[src/rtl/perf_pkg.sv]
// -----------------------------------------------------------------------------
// perf_pkg
// Shared definitions for the performance counter bank.
//   - Channel indices as seen on rd_sel / ovf / cnt_bus in the default
//     configuration (cycle counter, retired instructions, cache hits).
//   - Overflow mode encodings for the SAT parameter.
//   - Read source encoding for rd_src.
// -----------------------------------------------------------------------------
package perf_pkg;

    // Channel indices (index 0 is always the free-running cycle counter)
    localparam int CH_CYCLE = 0;
    localparam int CH_INST  = 1;
    localparam int CH_HIT   = 2;

    // Overflow behaviour selected by the SAT parameter
    localparam int MODE_WRAP = 0;
    localparam int MODE_SAT  = 1;

    // Read port source select
    typedef enum logic {
        SRC_LIVE = 1'b0,
        SRC_SNAP = 1'b1
    } rd_src_e;

endpackage : perf_pkg

[src/rtl/perf_counter.sv]
// -----------------------------------------------------------------------------
// perf_counter
// One W-bit event counter with a sticky overflow flag.
//
// Ports:
//   clk  in   rising-edge clock
//   rst  in   synchronous active-high reset (clears cnt and ovf)
//   inc  in   count this cycle (already qualified by the global enable)
//   clr  in   synchronous clear of cnt and ovf; wins over inc
//   cnt  out  W-bit counter register
//   ovf  out  sticky overflow flag, set by any increment attempted at all-ones
//
// Parameters:
//   W    counter width
//   SAT  MODE_WRAP: all-ones + 1 wraps to 0
//        MODE_SAT : counter sticks at all-ones
// -----------------------------------------------------------------------------
module perf_counter
    import perf_pkg::*;
#(
    parameter int W   = 8,
    parameter int SAT = MODE_WRAP
) (
    input  logic         clk,
    input  logic         rst,
    input  logic         inc,
    input  logic         clr,
    output logic [W-1:0] cnt,
    output logic         ovf
);

    localparam logic [W-1:0] ONE      = W'(1);
    localparam bit           SAT_MODE = (SAT == MODE_SAT);

    logic         at_max;
    logic [W-1:0] cnt_inc;

    // The all-ones test is done on the W-bit register itself, so the
    // increment never needs a carry-out bit.
    assign at_max  = &cnt;
    assign cnt_inc = cnt + ONE;

    always_ff @(posedge clk) begin
        if (rst) begin
            cnt <= '0;
            ovf <= 1'b0;
        end else if (clr) begin
            // Clear discards any increment arriving in the same cycle
            cnt <= '0;
            ovf <= 1'b0;
        end else if (inc) begin
            if (at_max) begin
                ovf <= 1'b1;
            end
            // In saturate mode an increment at all-ones only raises ovf
            if (!(SAT_MODE && at_max)) begin
                cnt <= cnt_inc;
            end
        end
    end

endmodule : perf_counter

[src/rtl/perf_counter_bank.sv]
// -----------------------------------------------------------------------------
// perf_counter_bank
// Bank of NCH event counters plus one cycle counter, each W bits wide, with
// sticky overflow flags, synchronous clear, an atomic snapshot and a
// registered read port.
//
// Ports:
//   clk         in   rising-edge clock
//   rst         in   synchronous active-high reset, overrides everything
//   en          in   global count enable (clear, snapshot and read ignore it)
//   evt         in   [NCH]       event pulses, bit i-1 drives channel i
//   clr         in   clear all counters and overflow flags (not snapshots)
//   snap_req    in   capture all counters into the snapshot registers
//   snap_valid  out  one-cycle pulse the cycle after a capture
//   rd_sel      in   [SELW]      0 = cycle counter, 1..NCH = event channel
//   rd_src      in   0 = live counter, 1 = snapshot register
//   rd_data     out  [W]         registered read data, one cycle latency
//   ovf         out  [NCH+1]     sticky overflow flags, indexed like rd_sel
//   cnt_bus     out  [(NCH+1)*W] live counters, index k at [k*W +: W]
//
// Parameters:
//   NCH   number of event channels
//   W     counter width
//   SAT   MODE_WRAP or MODE_SAT (see perf_pkg)
//   SELW  width of rd_sel
// -----------------------------------------------------------------------------
module perf_counter_bank
    import perf_pkg::*;
#(
    parameter int NCH  = 2,
    parameter int W    = 8,
    parameter int SAT  = MODE_WRAP,
    parameter int SELW = $clog2(NCH + 1)
) (
    input  logic                 clk,
    input  logic                 rst,
    input  logic                 en,
    input  logic [NCH-1:0]       evt,
    input  logic                 clr,
    input  logic                 snap_req,
    output logic                 snap_valid,
    input  logic [SELW-1:0]      rd_sel,
    input  logic                 rd_src,
    output logic [W-1:0]         rd_data,
    output logic [NCH:0]         ovf,
    output logic [(NCH+1)*W-1:0] cnt_bus
);

    localparam int NCTR = NCH + 1;

    logic [NCTR-1:0] inc;
    logic [W-1:0]    cnt_arr  [NCTR];
    logic [W-1:0]    snap_arr [NCTR];
    logic [W-1:0]    rd_next;

    // Counter 0 counts every enabled cycle; counter k counts evt[k-1].
    assign inc = {evt, 1'b1} & {NCTR{en}};

    // ---- counters -----------------------------------------------------------
    for (genvar k = 0; k < NCTR; k++) begin : g_ctr
        perf_counter #(
            .W   (W),
            .SAT (SAT)
        ) u_ctr (
            .clk (clk),
            .rst (rst),
            .inc (inc[k]),
            .clr (clr),
            .cnt (cnt_arr[k]),
            .ovf (ovf[k])
        );

        assign cnt_bus[k*W +: W] = cnt_arr[k];
    end

    // ---- snapshot -----------------------------------------------------------
    // Captures the counter registers as they stand before this edge, so a
    // snapshot taken together with clr still holds the pre-clear values.
    always_ff @(posedge clk) begin
        if (rst) begin
            snap_valid <= 1'b0;
            for (int k = 0; k < NCTR; k++) begin
                snap_arr[k] <= '0;
            end
        end else begin
            snap_valid <= snap_req;
            if (snap_req) begin
                for (int k = 0; k < NCTR; k++) begin
                    snap_arr[k] <= cnt_arr[k];
                end
            end
        end
    end

    // ---- read mux -----------------------------------------------------------
    // Out-of-range selects fall through to the zero default.
    always_comb begin
        rd_next = '0;
        for (int k = 0; k < NCTR; k++) begin
            if (rd_sel == SELW'(k)) begin
                rd_next = (rd_src == SRC_SNAP) ? snap_arr[k] : cnt_arr[k];
            end
        end
    end

    // ---- read register ------------------------------------------------------
    always_ff @(posedge clk) begin
        if (rst) begin
            rd_data <= '0;
        end else begin
            rd_data <= rd_next;
        end
    end

endmodule : perf_counter_bank

[config.mk]
export PLATFORM = sky130hd
export DESIGN_NAME = perf_counter_bank
export DESIGN_NICKNAME = d
export VERILOG_FILES = /design/src/rtl/perf_pkg.sv /design/src/rtl/perf_counter.sv /design/src/rtl/perf_counter_bank.sv
export SDC_FILE = /design/constraint.sdc
export NUM_CORES = 1
export LEC_CHECK = 0
export ABC_AREA = 1
export BUFFER_PORTS_ARGS = -buffer_cell sky130_fd_sc_hd__buf_2
export CAP_MARGIN = 0
export CELL_PAD_IN_SITES_DETAIL_PLACEMENT = 1
export CELL_PAD_IN_SITES_GLOBAL_PLACEMENT = 1
export CORE_ASPECT_RATIO = 1.25
export CORE_UTILIZATION = 40
export CTS_CLUSTER_SIZE = 28
export DETAILED_ROUTE_END_ITERATION = 10
export PLACE_DENSITY_LB_ADDON = 0.25
export SYNTH_ARGS = -nofsm -noshare
export SYNTH_HDL_FRONTEND = slang
export SYNTH_SLANG_ARGS = --single-unit
[constraint.sdc]
create_clock -name clk -period 1.7 [get_ports clk]
set_input_delay 0.17 -clock clk [delete_from_list [all_inputs] [get_ports clk]]
set_output_delay 0.17 -clock clk [all_outputs]
set_load 0.02 [all_outputs]
Yosys cells after proc, flatten, opt, wreduce, memory -nomap -nowiden:

Memory sizes are Yosys's and may differ from the RTL's.
Index checks and enable logic that the tools add are counted.

* equal/unequal tests: 2
* shift-type cells: 0
* multiply operators: 0
* add/subtract/negate cells: 3
* reduce and logical (&&, ||, !) cells: 5
* divide/modulo/power cells: 0
* muxes and demuxes: 14
* magnitude comparators: 0
* bitwise gates (word level): 4

Operators with widths (number)
* $mux W8: 9
* $reduce_and A9 Y1: 3
* $add A8 B1 Y8 const B: 3
* $mux W1: 5
* $and A3 B3 Y3: 1
* $or A1 B1 Y1: 3
* $eq A2 B1 Y1 const B: 1
* $eq A2 B2 Y1 const B: 1
* $logic_not A2 Y1: 1
* $reduce_or A2 Y1: 1

* bits in latches: 0
* input port bits: 10
* ROM bits: 0
* bits in writable memories: 24
* memories kept: 1
* register bits after elaboration: 36

Memory list
* snap_arr: depth 3, bits a word 8, read ports 3, clocked after Yosys merged registers in 0, wr ports 3, RTL line perf_counter_bank.sv:53 `logic [W-1:0] snap_arr [NCTR];`

Depth between registers and ports, before layout:

* depth after elaboration: 4
* mapped depth: 7
* depth with buffers taken out: 7

Modules after synthesis:

A second synthesis with hierarchy kept.

* cell total of the unflattened synthesis: 388
* area total of the unflattened synthesis: 2952.8 um^2

Modules (own cells, without submodules)
* perf_counter_bank: area each 1684.1 um^2, instances 1, cells an instance 223
* perf_counter: area each 422.9 um^2, instances 3, cells an instance 55

Least setup slack after synthesis:

OpenSTA, ideal clock, no wires.

* path type: input-to-reg
* from: input rst
* to: memory snap_arr[0][0] (enable)
* path buffers: 0
* cell stages on the path: 2
* arrival time: 901 ps
* slack: 418 ps
* cells stage by stage: clkinv_1 nand2_1

RTL lines
* start, declared: RTL line perf_counter_bank.sv:36 `input logic rst,`
* end, declared: RTL line perf_counter_bank.sv:53

Worst setup path after layout:

* from: register g_ctr[0].u_ctr.cnt[0]
* to: register g_ctr[0].u_ctr.cnt[6]

* word-level cells in the longest chain between the ends: 1

Ends and longest elaborated chain
* start, declared: RTL line perf_counter.sv:28 `output logic [W-1:0] cnt,`
* start signal, assigned: RTL line perf_counter.sv:57 `cnt <= cnt_inc;`
* $add A8 B1 Y8: RTL line perf_counter.sv:41 `assign cnt_inc = cnt + ONE;`

Every way passes these cells.
A chain may end at the register's enable or synchronous reset.

==> impl_results.md <==
- Vias per cell: 4.801
- Pint: 0.002259 W
- Commonest non-fill, non-tap cell in the layout: nand2_1
- Crit. Startpoint: g_ctr[0].u_ctr.cnt[0]
- Share of layout cells above drive strength 1: 0.1628
- Resize count post-CTS: 0
- Min-Delay Path Depth: 2
- Die X: 76.94 um
- Post-CTS Setup Repair Bufs: 0
- Max_cap viols: 0
- Cell Chain, Critical Path: ha_1 -> nand2_1 -> nor2_1 -> nand2_1 -> o21ai_0 -> nor2_1
- Post-Syn Area per Cell: 7.350 um2
- R2R cell count: 6
- Pre-CTS setup slack: 0.3679 ns
- Most frequent cells in the layout: nand2_1, inv_1, nor2_1
- Status: finished, final reports clean
- Pwr Density: 903.8 nW/um2
- Router iterations before antenna repair: 4
- Unique cell type count in the Yosys netlist: 20
- Root buffer cell: clkbuf_8
- Synth Instances: 382
- Required time of the critical path: 1.92 ns
- Placed Instances: 507
- Sw frac: 0.2439
- P_sw: 0.0007288 W
- Vias in the first global route: 2428
- Longest Clk Path Bufs: 2
- Initial Utilization: 0.4198
- Initial DRC count: 107
- I/O pin count: 46
- Reg2reg setup slack: 0.37 ns
- Buffers on Ports: 45
- Flops & latches, synth: 60
- Non-filler cells in the finished layout: 523
- H-tree levels: 3
- Drc violations: 0
- Antenna diodes: 0
- Vias: 2511
- Hold Crit Class: in -> reg
- Register share of total power: 0.517
- Setup slack after layout: 0.3660 ns
- Dpl hpwl: 5112 um
- Largest net degree at the start of global routing: 26
- Wire per inst: 13.57 um
- Fin crit period: 1.334 ns
- Peak per-stage delay on the critical path: 0.39 ns
- Final #Nets: 444
- Slew margin rel.: 0.6249
- LEAKAGE: 1.550 nW
- Worst-Margin Slew: 0.5605 ns
- YS warnings: 0
- Worst-path clk slew: 0.07 ns
- Post-synthesis net count: 395
- Max Fclk: 0.7496 GHz
- Critical path fanouts, max: 5
- R2r startpoint: g_ctr[0].u_ctr.cnt[0]
- CP endpoint kind: register
- Setup TNS: 0 ns
- RR Endpoint: g_ctr[0].u_ctr.cnt[6]
- Post-route clock period utilization: 0.7847
- Die ar.: 7360 um2
- Placer Congestion: 0.7365
- Initial antenna violation count: 0
- Setup Skew: 0.009572 ns
- Core area: 6689 um2
- CP delay by family, top: simple AND/OR/NAND/NOR gates
- Unrepaired setup endpoints after global routing: no
- CTS tree: built
- Post-Route WL: 7096 um
- Die Ht: 95.67 um
- WP data arrival: 1.56 ns
- Hold buffers post-CTS: 0
- Tot GR Track Use: 0.2123
- Antenna Nets Post-Route: 0
- Layout area overhead: 17.74%
- Worst-Skew Late Latency: 0.34 ns
- Pins Over Slew Limit: 0
- Synthesized area: 2808 um2
- Worst VDD drop: 0.4411 mV
- Setup violators final: 0
- Instance count on the critical path: 6
- CP bufs+invs: 0
- # clock sinks: 60
- Part of the power in combinational logic: 0.071
- Gr ovfl total: 0
- Critical path destination: g_ctr[0].u_ctr.cnt[6]
- Startpoint Class: register
- Total CTS buffers: 9
- Sequential area share after synthesis: 0.5134
- Setup CP Type: reg -> reg
- Row Count: 33
- Final Hold Viols: 0
- Clock Power Share: 0.412
- First-pass GRT wire length: 11660 um
- Slowest cell on the critical path: dfxtp_1
[how the worst min path moves through the flow]
| stage | from | end | slack, ns |
|---|---|---|---|
| floorplan | rst | snap_valid | 0.25 |
| global placement | rst | snap_valid | 0.38 |
| detailed placement | rst | snap_valid | 0.39 |
| CTS | rst | snap_valid | 0.03 |
| global route | rst | snap_valid | 0.04 |
| finish | rst | snap_valid | 0.04 |
[cells in the mapped netlist]
cell | number | area share
nor2_1 | 60 | 0.080
a31oi_1 | 1 | 0.0022
buf_4 | 4 | 0.011
nor2_2 | 3 | 0.0067
nor3_1 | 1 | 0.0018
nand2_2 | 1 | 0.0022
a21oi_1 | 17 | 0.030
nand3_1 | 32 | 0.057
buf_2 | 7 | 0.012
o21ai_0 | 17 | 0.030
nand2_1 | 105 | 0.14
edfxtp_1 | 24 | 0.26
nor2_4 | 1 | 0.0040
ha_1 | 3 | 0.013
o21a_1 | 1 | 0.0027
dfxtp_1 | 36 | 0.26
buf_1 | 1 | 0.0013
inv_2 | 1 | 0.0013
inv_1 | 66 | 0.088
clkinv_1 | 1 | 0.0013
[stage by stage]
step | hold WS (ns) | total power, W | cell area [um2] | utilization
after global routing | 0.04054 | 0.003118 | 3306 | 0.4942
after detailed placement | 0.3910 | 0.001791 | 3123 | 0.4669
final | 0.04057 | 0.002988 | 3306 | 0.4942
after CTS | 0.02543 | 0.003020 | 3306 | 0.4942
after floorplan | 0.2533 | 0.001712 | 2808 | -
after global placement | 0.3812 | 0.001785 | 3123 | 0.4669
[logic make-up after synthesis]
logic type	share of synthesized area
AO/OA/AOI/OAI	0.06551
adder cells (fa/ha/maj)	0.01337
buffers and inverters	0.1154
flip-flops	0.5134
AND/OR/NAND/NOR	0.2923
[metal layers]
layer / up-vias / GRT usage / wire length (um)
li1: 1269 / - / -
met1: 1185 / 0.2521 / 3226
met2: 43 / 0.3616 / 3465
met3: 14 / 0.04306 / 216
met4: 0 / 0.1154 / 188
met5: - / 0 / 0
[flip-flops by register name (all words and copies together), names as in the netlist]
register         cells
snap_valid           1
g_ctr.u_ctr.cnt     24
snap_arr            24
g_ctr.u_ctr.ovf      3
rd_data              8
[power by group through the flow]
stage | registers, W | logic (W) | clock network, W
floorplan | 0.00159 | 0.000120 | 0
global placement | 0.00158 | 0.000210 | 0
detailed placement | 0.00158 | 0.000214 | 0
CTS | 0.00154 | 0.000216 | 0.00126
global route | 0.00155 | 0.000239 | 0.00133
finish | 0.00154 | 0.000211 | 0.00123
[cell type report]
class	count	area [um2]
Fill cell	888	3383
Sequential cell	60	1441
Multi-Input combinational cell	242	1042
Timing Repair Buffer	50	275.3
Inverter	68	255.2
Clock buffer	10	127.6
Tap cell	87	108.9
Clock inverter	6	55.05
No activity file was read; power rests on OpenSTA's default activity.
